## src/rtl/add_sub_accumulator.sv

```systemverilog
// add_sub_accumulator: registered two's-complement add/subtract unit with an
// internal accumulator, optional signed saturation and a full flag set.
// A valid/ready handshake surrounds a single output register stage. The
// register is one deep and can be refilled in the same cycle it is drained.
module add_sub_accumulator #(
   parameter int WIDTH = 8
) (
   input  logic             clk,
   input  logic             rst_n,
   input  logic             in_valid,
   output logic             in_ready,
   input  logic [WIDTH-1:0] a,
   input  logic [WIDTH-1:0] b,
   input  logic [1:0]       op,
   input  logic             sat,
   input  logic             clr,
   output logic             out_valid,
   input  logic             out_ready,
   output logic [WIDTH-1:0] sum,
   output logic             c,
   output logic             v,
   output logic             z,
   output logic             n,
   output logic             v_sticky
);

   localparam int MSB = WIDTH - 1;

   // Clamp to the signed extreme on the side of x when the result overflowed.
   function automatic logic [WIDTH-1:0] saturate(input logic [WIDTH-1:0] raw,
                                                 input logic             ovf,
                                                 input logic             en,
                                                 input logic             x_msb);
      logic [WIDTH-1:0] res;
      res = raw;
      if (en && ovf) begin
         res = x_msb ? {1'b1, {(WIDTH-1){1'b0}}} : {1'b0, {(WIDTH-1){1'b1}}};
      end
      return res;
   endfunction

   logic [WIDTH-1:0] acc_q, acc_d;
   logic [WIDTH-1:0] sum_q, sum_d;
   logic             c_q, c_d;
   logic             v_q, v_d;
   logic             z_q, z_d;
   logic             n_q, n_d;
   logic             out_valid_q, out_valid_d;
   logic             v_sticky_q, v_sticky_d;

   logic             accept;
   logic [WIDTH-1:0] acc_opnd;
   logic [WIDTH-1:0] x;
   logic [WIDTH-1:0] y;
   logic [WIDTH-1:0] y_eff;
   logic [WIDTH:0]   raw;
   logic             ovf;
   logic [WIDTH-1:0] final_sum;
   logic             sticky_base;

   assign in_ready = !out_valid_q || out_ready;
   assign accept   = in_valid && in_ready;

   // Operand selection, add/subtract, overflow detection and saturation.
   always_comb begin
      // A clear in the same cycle makes an accumulator op start from zero.
      acc_opnd  = clr ? '0 : acc_q;
      x         = op[1] ? acc_opnd : a;
      y         = op[1] ? a : b;
      y_eff     = op[0] ? ~y : y;
      raw       = {1'b0, x} + {1'b0, y_eff} + {{WIDTH{1'b0}}, op[0]};
      ovf       = (x[MSB] == y_eff[MSB]) && (raw[MSB] != x[MSB]);
      final_sum = saturate(raw[WIDTH-1:0], ovf, sat, x[MSB]);
   end

   // Next-state for result register, accumulator, sticky flag and valid.
   always_comb begin
      sum_d       = sum_q;
      c_d         = c_q;
      v_d         = v_q;
      z_d         = z_q;
      n_d         = n_q;
      // Clear drops the stale accumulator and sticky flag; an accepted beat
      // still contributes its own result on top of that.
      acc_d       = clr ? '0 : acc_q;
      sticky_base = clr ? 1'b0 : v_sticky_q;
      v_sticky_d  = sticky_base;
      out_valid_d = out_ready ? 1'b0 : out_valid_q;
      if (accept) begin
         sum_d       = final_sum;
         c_d         = raw[WIDTH];
         v_d         = ovf;
         z_d         = (final_sum == '0);
         n_d         = final_sum[MSB];
         v_sticky_d  = sticky_base | ovf;
         out_valid_d = 1'b1;
         if (op[1]) begin
            acc_d = final_sum;
         end
      end
   end

   // State registers; reset discards any held result and the accumulator.
   always_ff @(posedge clk or negedge rst_n) begin
      if (!rst_n) begin
         acc_q       <= '0;
         sum_q       <= '0;
         c_q         <= 1'b0;
         v_q         <= 1'b0;
         z_q         <= 1'b0;
         n_q         <= 1'b0;
         out_valid_q <= 1'b0;
         v_sticky_q  <= 1'b0;
      end else begin
         acc_q       <= acc_d;
         sum_q       <= sum_d;
         c_q         <= c_d;
         v_q         <= v_d;
         z_q         <= z_d;
         n_q         <= n_d;
         out_valid_q <= out_valid_d;
         v_sticky_q  <= v_sticky_d;
      end
   end

   assign out_valid = out_valid_q;
   assign sum       = sum_q;
   assign c         = c_q;
   assign v         = v_q;
   assign z         = z_q;
   assign n         = n_q;
   assign v_sticky  = v_sticky_q;

endmodule

```

## config.mk

```make
export PLATFORM = sky130hd
export DESIGN_NAME = add_sub_accumulator
export DESIGN_NICKNAME = d
export VERILOG_FILES = /design/src/rtl/add_sub_accumulator.sv
export SDC_FILE = /design/constraint.sdc
export NUM_CORES = 1
export LEC_CHECK = 0
export CAP_MARGIN = 40
export CORE_MARGIN = 5
export CORE_UTILIZATION = 45
export DETAILED_ROUTE_END_ITERATION = 7
export MAX_ROUTING_LAYER = met4
export PLACE_DENSITY_LB_ADDON = 0.1
export SYNTH_ARGS = -nofsm -noshare
export SYNTH_HDL_FRONTEND = slang
export SYNTH_SLANG_ARGS = --single-unit
```

## constraint.sdc

```tcl
create_clock -name clk -period 2.3 [get_ports clk]
set_input_delay 0.575 -clock clk [delete_from_list [all_inputs] [get_ports clk]]
set_output_delay 0.575 -clock clk [all_outputs]
set_load 0.02 [all_outputs]
```

==> results.py, run 1 <==
metrics = {
    "cts": {
        "cts.sinks": 21,
        "clockBufferDepth": 2,
        "clk_pin_slew_ns": 0.07,
        "root_buffer": "clkbuf_8",
        "cts_tree": "yes",
        "cts_buffers": 3,
        "htreeDepth": 1,
        "clock_latency_ns": 0.26,
    },
    "power_and_ir_drop": {
        "p_leak_nw": 1.33,
        "clkPwrFrac": 0.118,
        "p_sw_w": 0.000790,
        "swShare": 0.394,
        "p_seq_frac": 0.243,
        "power_density_nw_per_um2": 663,
        "p_int_w": 0.00122,
        "pwr-share-comb": 0.639,
        "peakVddDrop_v": 0.000412,
        "power.total_w": 0.00201,
    },
    "setup_path": {
        "crit_fanout": 5,
        "start_kind": "input port",
        "cp.arrival_ns": 2.89,
        "crit_path_start": "op[1]",
        "crit_type": "in -> reg",
        "r2r_start": "acc_q[4]",
        "cp.required_ns": 2.49,
        "endpoint_kind": "register",
    },
    "placement": {
        "gp_congestion": 0.935,
        "place_area_um2": 2540,
        "port_buffers": 38,
        "dp_hpwl_um": 4000,
    },
    "global_route": {
        "grt_use_total": 0.229,
        "antenna_found_initial": 0,
        "grt_max_degree": 22,
        "grt_pass1_vias": 1882,
        "grt_pass1_wl_um": 9070,
        "grt-ovfl-total": 0,
    },
    "yosys": {
        "synth_adder_area_share": 0.0632,
        "synth_area_um2": 1700,
        "synth_compound_area_frac": 0.261,
        "netlist_instances": 180,
        "netlist-cell-type-count": 48,
        "synth-simple-area-share": 0.151,
        "synth_edf_count": 0,
        "synth.avg_cell_area_um2": 9.46,
        "synthFlopType": "dfrtp_1",
        "ys_ff_latch": 21,
        "muxShareOfSynthArea": 0.0985,
        "async_reset_ff_frac": 1.00,
        "syn-num-nets": 212,
        "yosysSeqAreaShare": 0.309,
        "synth_xor_area_frac": 0.0669,
        "yosysWarnings": 0,
        "synth_top_family_by_area": "compound AO/OA/AOI/OAI gates",
    },
    "floorplan": {
        "fp.dieH_um": 71.5,
        "ios": 39,
        "initial_core_util": 0.465,
        "die_w_um": 71.5,
        "core_area_um2": 3660,
        "dieArea_um2": 5110,
        "rows": 22,
    },
    "detailed_routing": {
        "vias": 1827,
        "avgRoutedWirePerCell_um": 18.0,
        "ant_nets": 0,
        "drt-total-wl_um": 5990,
        "via_per_inst": 5.50,
        "drc": 0,
        "drt_pre_antenna_iters": 4,
        "first_iter_violations": 85,
    },
    "cells_and_area": {
        "multi_input_comb_area_um2": 1420,
        "layout_common_cells": "buf_4, dfrtp_1, clkdlybuf4s50_1",
        "ff_latch_area_um2": 526,
        "fin_util": 0.827,
        "final_cell_area_um2": 3030,
        "final_nets": 317,
        "final_common_cell": "buf_4",
        "drive_gt1_frac": 0.486,
        "antenna_cells": 0,
        "area_growth_pct": 77.8,
        "fill_cells": 215,
    },
    "timing": {
        "hold_slack_ns": 0.497,
        "finalCritPeriodShare": 1.17,
        "max_slew_margin": 0.755,
        "post-route-min-period_ns": 2.70,
        "rsz0062_at_grt": "yes",
        "drv_slew": 0,
        "setup_viol": 19,
        "worst_pin_slew_ns": 0.367,
        "fin_ws_ns": -0.399,
        "fin_skew_ns": 0.0111,
        "fmax_ghz": 0.370,
        "hold_viol_final": 0,
    },
    "hold_path": {
        "min_path_type": "reg -> reg",
        "worstHoldStart": "sum[2]",
    },
    "outcome": {
        "violations": "setup timing",
        "status": "finished with violations",
    },
    "job": {
        "max_cap_violations": 0,
    },
}
[power by group through the flow]
stage               Clock, W  Sequential (W)  Combinational, W
floorplan                  0        0.000557          0.000478
global placement           0        0.000488          0.000985
detailed placement         0        0.000491          0.000997
CTS                 0.000242        0.000486           0.00118
global route        0.000261        0.000496           0.00136
finish              0.000237        0.000488           0.00128
[cells in the mapped netlist, drive strengths merged (2+ instances only)]
cell type / number / area share
mux2i: 14 / 0.090
nor2: 10 / 0.022
nand2b: 8 / 0.029
nand2: 12 / 0.026
buf: 5 / 0.022
nand3b: 3 / 0.013
xor2: 3 / 0.015
dfrtp: 21 / 0.31
nor3: 2 / 0.0059
or3: 2 / 0.0073
a22oi: 5 / 0.022
a21o: 4 / 0.018
o21ai: 11 / 0.035
nor2b: 3 / 0.015
o211ai: 7 / 0.048
xnor2: 10 / 0.051
a21oi: 22 / 0.078
ha: 7 / 0.051
inv: 12 / 0.026
[per-stage QoR]
step                setup TNS, ns  cells  setup WS [ns]
global route                -7.03    332         -0.458
floorplan                   -5.53    180         -0.453
finish                      -5.76    332         -0.399
detailed placement         -19.59    308          -1.14
global placement           -18.91    308          -1.11
CTS                         -3.91    326         -0.504
[path summary, 6_finish.rpt]
| kind | endpoint | slack [ns] | depth (start not counted) |
|---|---|---|---|
| max | z | -0.40 | 12 |
| max reg2reg | z | -0.13 | 9 |
| min in group asynchronous | acc_q[4] | 0.65 | 2 |
| min reg2reg | sum[2] | 0.50 | 2 |
| max in group asynchronous | acc_q[7] | 1.43 | 2 |
| min | sum[2] | 0.50 | 2 |
[repair_timing]
item | 4_1_cts | 5_1_grt
buffers inserted | 14 | 8
gates resized for setup | 89 | 18
pin swaps | 39 | 32
hold buffers | 0 | 0
setup endpoints to repair | 21 | 20
[cell type report]
| cell class | instances | area share |
|---|---|---|
| inverters | 12 | 0.0157 |
| well taps | 48 | 0.0198 |
| clock buffers | 3 | 0.0136 |
| flip-flops and latches | 21 | 0.174 |
| multi-input cells | 141 | 0.469 |
| clock inverters | 1 | 0.00165 |
| repair buffers | 106 | 0.306 |
[registers in the layout (all words and copies together) (netlist names)]
name	flops
out_valid	1
acc_q	8
v_sticky	1
c	1
v	1
z	1
sum	8
[cells by family (layout without fill, tap and decap cells)]
| kind of cell | Yosys count | count (layout) |
|---|---|---|
| simple gates | 47 | 47 |
| compound gates | 58 | 58 |
| fa+ha+maj | 8 | 8 |
| flops | 21 | 21 |
| buf+inv | 18 | 122 |
| xor+xnor | 13 | 13 |
| mux | 15 | 15 |
[routing by layer]
metal / global-route usage / wire length [um] / up-vias / part of all wire
met3: 0.0365 / 219 / 12 / 0.037
met2: 0.393 / 3150 / 51 / 0.53
li1: - / - / 850 / -
met1: 0.285 / 2470 / 914 / 0.41
met5: - / 0 / - / 0
met4: 0.0480 / 141 / 0 / 0.024
[worst max-delay path, stage by stage]
cell     delay (ns)
buf_8          0.10
buf_6          0.12
buf_4          0.13
mux2i_2        0.14
xnor2_1        0.13
ha_2           0.36
nand2_2        0.10
o21ai_0        0.32
a21oi_1        0.12
or3_4          0.42
nor4_4         0.15
a32o_1         0.20
No activity file was read; power rests on OpenSTA's default activity.
==> inputs of run 2 (changes only) <==
Settings changed: CORE_UTILIZATION 45 to 57, DONT_BUFFER_PORTS set to 1.
==> run 2 against run 1 <==
- the run still ends with setup timing left
- final cell count shrank 23%
- wire length down 23%
- worst hold slack got worse by 0.13 ns
- sequential power up 16%
- cell area down 24%
- fmax grew 13%
- clock skew is 0.0088 ns lower
- setup slack improved by 0.30 ns
- die area is 18% lower
- critical endpoint unchanged
- largest power group unchanged
- highest routed layer unchanged
==> results.py, run 2 (same netlist as run 1, synthesis figures left out) <==
metrics = {
    "outcome": {
        "status": "finished with violations",
        "violations": "setup timing",
    },
    "floorplan": {
        "dieArea_um2": 4180,
        "rows": 19,
        "initial_core_util": 0.607,
        "die_w_um": 64.7,
        "ios": 39,
        "core_area_um2": 2810,
        "fp.dieH_um": 64.7,
    },
    "timing": {
        "finalCritPeriodShare": 1.04,
        "rsz0062_at_grt": "yes",
        "worst_pin_slew_ns": 0.377,
        "hold_viol_final": 0,
        "drv_slew": 0,
        "final.setup.tns_ns": -0.173,
        "max_slew_margin": 0.747,
        "fin_skew_ns": 0.00236,
        "fin_ws_ns": -0.0992,
        "fmax_ghz": 0.417,
        "post-route-min-period_ns": 2.40,
        "setup_viol": 7,
    },
    "cells_and_area": {
        "fin_util": 0.823,
        "ff_latch_area_um2": 526,
        "fill_cells": 169,
        "area_growth_pct": 35.6,
        "final_common_cell": "buf_4",
        "finalNonFillerCells": 256,
        "multi_input_comb_area_um2": 1290,
        "drive_gt1_frac": 0.418,
        "final_nets": 258,
        "layout_common_cells": "buf_4, dfrtp_1, mux2i_1",
        "antenna_cells": 0,
    },
    "detailed_routing": {
        "first_iter_violations": 65,
        "drc": 0,
        "avgRoutedWirePerCell_um": 18.1,
        "drt_pre_antenna_iters": 4,
        "ant_nets": 0,
        "drt-total-wl_um": 4630,
        "vias": 1561,
        "via_per_inst": 6.10,
    },
    "power_and_ir_drop": {
        "power.total_w": 0.00161,
        "p_seq_frac": 0.352,
        "power_density_nw_per_um2": 697,
        "pwr-share-comb": 0.538,
        "swShare": 0.413,
        "p_sw_w": 0.000664,
        "peakVddDrop_v": 0.000545,
        "p_int_w": 0.000945,
        "clkPwrFrac": 0.110,
        "p_leak_nw": 1.00,
    },
    "cts": {
        "htreeDepth": 1,
        "cts.sinks": 21,
        "cts_buffers": 3,
        "clock_latency_ns": 0.30,
        "clk_pin_slew_ns": 0.12,
        "cts_tree": "yes",
        "clockBufferDepth": 2,
        "root_buffer": "clkbuf_4",
    },
    "job": {
        "max_cap_violations": 0,
    },
    "placement": {
        "gp_congestion": 0.943,
        "dp_hpwl_um": 3490,
        "port_buffers": 0,
        "post-place-ws_ns": -0.465,
        "place_inst": 241,
    },
    "setup_path": {
        "slowest_delay_ns": 0.36,
        "cp_num_buf_inv": 1,
        "endpoint_kind": "register",
        "cp_cell_sequence": "mux2_4 -> o221ai_4 -> inv_2 -> fa_2 -> xor2_1 -> or3_1 -> or3_4 -> nor4_2 -> a32o_1",
        "crit_fanout": 2,
        "cp_top_family": "simple AND/OR/NAND/NOR gates",
        "crit_type": "in -> reg",
        "start_kind": "input port",
        "cp.required_ns": 2.55,
        "slowest_stage": "fa_2",
        "cp.arrival_ns": 2.65,
    },
    "global_route": {
        "grt-ovfl-total": 0,
        "grt_pass1_vias": 1570,
        "grt_use_total": 0.225,
        "grt_max_degree": 22,
        "grt_pass1_wl_um": 7250,
        "antenna_found_initial": 0,
    },
    "hold_path": {
        "min_path_type": "in -> reg",
    },
}
-- run 2: cell count changes in the layout (fill, tap and decap cells not counted), sizes merged --
cell	delta
buf	-27
clkdlybuf4s50	-18
dlygate4sd2	-13
clkdlybuf4s15	-2
dlygate4sd3	+1
-- run 2: path summary, 6_finish.rpt --
path                           from  slack (ns)  depth (start not counted)        to
setup / recovery               b[0]        -0.1                          9         z
hold / removal                  clr        0.37                          1  v_sticky
min in group asynchronous     rst_n        0.58                          1  acc_q[0]
setup reg to reg           acc_q[1]       -0.08                          9         z
max in group asynchronous     rst_n        1.32                          2  acc_q[2]
hold reg to reg            acc_q[6]        0.60                          2  acc_q[6]
-- run 2: area by class of cell --
| cell class | count | area share |
|---|---|---|
| clock buffer | 3 | 0.00976 |
| clock inverter | 1 | 0.00217 |
| inverter | 12 | 0.0206 |
| multi-input combinational | 141 | 0.560 |
| sequential | 21 | 0.228 |
| tap | 31 | 0.0168 |
| timing repair buffer | 47 | 0.163 |
-- run 2: repair_timing --
item / CTS / global route
endpoints found under the hold margin: 21 / 0
pin swaps: 3 / 7
gates resized for setup: 4 / 19
hold buffers: 1 / 0
endpoints found under the setup margin: 13 / 15
setup buffers: 0 / 9
gates cloned: 0 / 0
-- run 2: metrics by stage --
| step | hold WS [ns] | cell area (um2) |
|---|---|---|
| floorplan | 0.279 | 1810 |
| global placement | 0.280 | 2050 |
| detailed placement | 0.280 | 2050 |
| CTS | 0.362 | 2100 |
| global route | 0.340 | 2310 |
| finish | 0.366 | 2310 |
-- run 2: layer usage --
layer  GRT usage  wire (um)  part of all wire
met3      0.0587        288             0.062
met5           -          0                 0
met4      0.0317         70             0.015
met2       0.389       2300              0.50
met1       0.272       1970              0.43
-- run 2: power groups by stage --
stage,Clock (W),Combinational (W),Sequential (W)
2_1_floorplan,0,0.000478,0.000557
3_3_place_gp,0,0.000676,0.000576
3_5_place_dp,0,0.000695,0.000577
4_1_cts,0.000177,0.000720,0.000570
5_1_grt,0.000206,0.000939,0.000579
6_report,0.000177,0.000866,0.000566
==> inputs of run 3 (changes only) <==
Settings changed: CORE_UTILIZATION 57 to 55, RECOVER_POWER set to 100, SLEW_MARGIN set to 15.
==> run 3 against run 2 <==
- the run still ends with setup timing left
- register-to-register slack barely moved
- clock skew rose by 0.0021 ns
- core utilization fell by 6.5 points
- largest power group unchanged
- critical path type unchanged
- first-iteration DRC count rose by 58%
==> results.py, run 3 (same netlist as run 1, synthesis figures left out) <==
metrics = {
    "outcome": {
        "status": "finished with violations",
        "violations": "setup timing",
    },
    "setup_path": {
        "crit_fanout": 2,
        "slowest_stage": "fa_2",
        "slowest_delay_ns": 0.39,
        "cp_num_buf_inv": 1,
        "start_kind": "input port",
        "cp_cell_sequence": "mux2_4 -> o221ai_4 -> inv_2 -> fa_2 -> xor2_2 -> or3_1 -> or3_4 -> nor4_2 -> a32o_1",
        "endpoint_kind": "register",
        "reg2reg_to": "z",
        "r2r_start": "acc_q[0]",
        "cp_top_family": "simple AND/OR/NAND/NOR gates",
        "r2r_setup_slack_ns": -0.08,
        "cp.required_ns": 2.56,
        "crit_type": "in -> reg",
        "r2r_cells": 9,
        "cp.arrival_ns": 2.68,
    },
    "cells_and_area": {
        "layout_common_cells": "buf_4, dfrtp_1, mux2i_1, a21oi_2",
        "area_growth_pct": 33.6,
        "final_common_cell": "buf_4",
        "antenna_cells": 0,
        "fill_cells": 210,
        "final_nets": 257,
        "finalNonFillerCells": 257,
        "drive_gt1_frac": 0.411,
    },
    "floorplan": {
        "core_area_um2": 3000,
        "fp.dieH_um": 65.6,
        "dieArea_um2": 4310,
        "initial_core_util": 0.567,
        "rows": 20,
        "die_w_um": 65.6,
        "ios": 39,
    },
    "cts": {
        "cts_tree": "yes",
        "clk_pin_slew_ns": 0.12,
        "cts.sinks": 21,
        "root_buffer": "clkbuf_4",
        "htreeDepth": 1,
        "clock_latency_ns": 0.32,
        "clockBufferDepth": 2,
        "cts_buffers": 3,
    },
    "global_route": {
        "grt_use_total": 0.221,
        "grt_pass1_vias": 1561,
        "grt_max_degree": 22,
        "antenna_found_initial": 0,
        "grt_pass1_wl_um": 7130,
        "grt-ovfl-total": 0,
    },
    "power_and_ir_drop": {
        "p_leak_nw": 0.985,
        "power_density_nw_per_um2": 709,
        "peakVddDrop_v": 0.000404,
    },
    "detailed_routing": {
        "drc": 0,
        "drt-total-wl_um": 4840,
        "first_iter_violations": 103,
        "ant_nets": 0,
        "avgRoutedWirePerCell_um": 18.8,
        "vias": 1574,
        "drt_pre_antenna_iters": 4,
        "via_per_inst": 6.12,
    },
    "timing": {
        "drv_slew": 0,
        "final.setup.tns_ns": -0.257,
        "fin_skew_ns": 0.00443,
        "fmax_ghz": 0.413,
        "finalCritPeriodShare": 1.05,
        "worst_pin_slew_ns": 0.932,
        "setup_viol": 7,
        "post-route-min-period_ns": 2.42,
        "hold_slack_ns": 0.346,
        "max_slew_margin": 0.379,
        "fin_ws_ns": -0.119,
        "rsz0062_at_grt": "yes",
        "hold_viol_final": 0,
    },
    "placement": {
        "port_buffers": 0,
        "dp_hpwl_um": 3500,
        "place_inst": 244,
        "gp_congestion": 0.955,
    },
    "hold_path": {
        "worstHoldStart": "clr",
        "hold_depth": 1,
        "min_path_type": "in -> reg",
        "hold_path_end": "v_sticky",
    },
    "job": {
        "max_cap_violations": 0,
    },
}
## run 3: cell count changes in the layout (fill, tap and decap cells not counted), sizes merged
| cell | change |
|---|---|
| buf | -4 |
| clkbuf | +3 |
## run 3: per-stage QoR
stage | util | setup WS [ns] | instance area [um2] | power [W]
finish | 0.758 | -0.119 | 2270 | 0.00161
global route | 0.758 | -0.172 | 2270 | 0.00171
CTS | 0.712 | -0.0459 | 2140 | 0.00151
detailed placement | 0.686 | -0.426 | 2060 | 0.00128
global placement | 0.686 | -0.380 | 2060 | 0.00126
floorplan | - | -0.453 | 1810 | 0.00104
## run 3: cell type report
cell class / instances / area (um2) / area share
Timing Repair Buffer: 46 / 350 / 0.154
Clock inverter: 1 / 5.00 / 0.00220
Clock buffer: 3 / 22.5 / 0.00990
Sequential cell: 21 / 526 / 0.231
Tap cell: 33 / 41.3 / 0.0182
Inverter: 12 / 47.5 / 0.0209
Multi-Input combinational cell: 141 / 1280 / 0.564
## run 3: routing by layer
layer / global-route usage / vias up / routed length, um
met1: 0.259 / 749 / 1890
met5: - / - / 0
met3: 0.0632 / 18 / 344
met2: 0.372 / 69 / 2480
li1: - / 738 / -
met4: 0.0570 / 0 / 125
## run 3: worst max path at each step
| stage | slack [ns] | endpoint | from | cells after the start |
|---|---|---|---|---|
| after global routing | -0.17 | z | b[0] | 9 |
| after global placement | -0.38 | z | b[0] | 9 |
| after CTS | -0.05 | z | b[0] | 9 |
| after detailed placement | -0.43 | z | b[0] | 9 |
| final | -0.12 | z | b[0] | 9 |
| after floorplan | -0.45 | z | op[0] | 10 |
## run 3: timing repair
item,in CTS,in global routing
hold buffers,1,0
setup buffers,2,6
gates cloned,0,0
endpoints found under the setup margin,13,16
hold endpoints to repair,21,0
resized for setup,5,20
pin swaps,3,15
## run 3: power breakdown
part | internal [W] | switching (W)
clock network | 0.0000652 | 0.000121
logic | 0.000429 | 0.000429
registers | 0.000443 | 0.000125
total | 0.000937 | 0.000675
## run 3: worst reg2reg max path, stage by stage (launching register included)
cell and delay, ns:
dfrtp_1 0.39, nor2b_4 0.13, o221ai_4 0.17, inv_2 0.06
fa_2 0.39, xor2_2 0.17, or3_1 0.32, or3_4 0.34
nor4_2 0.16, a32o_1 0.20
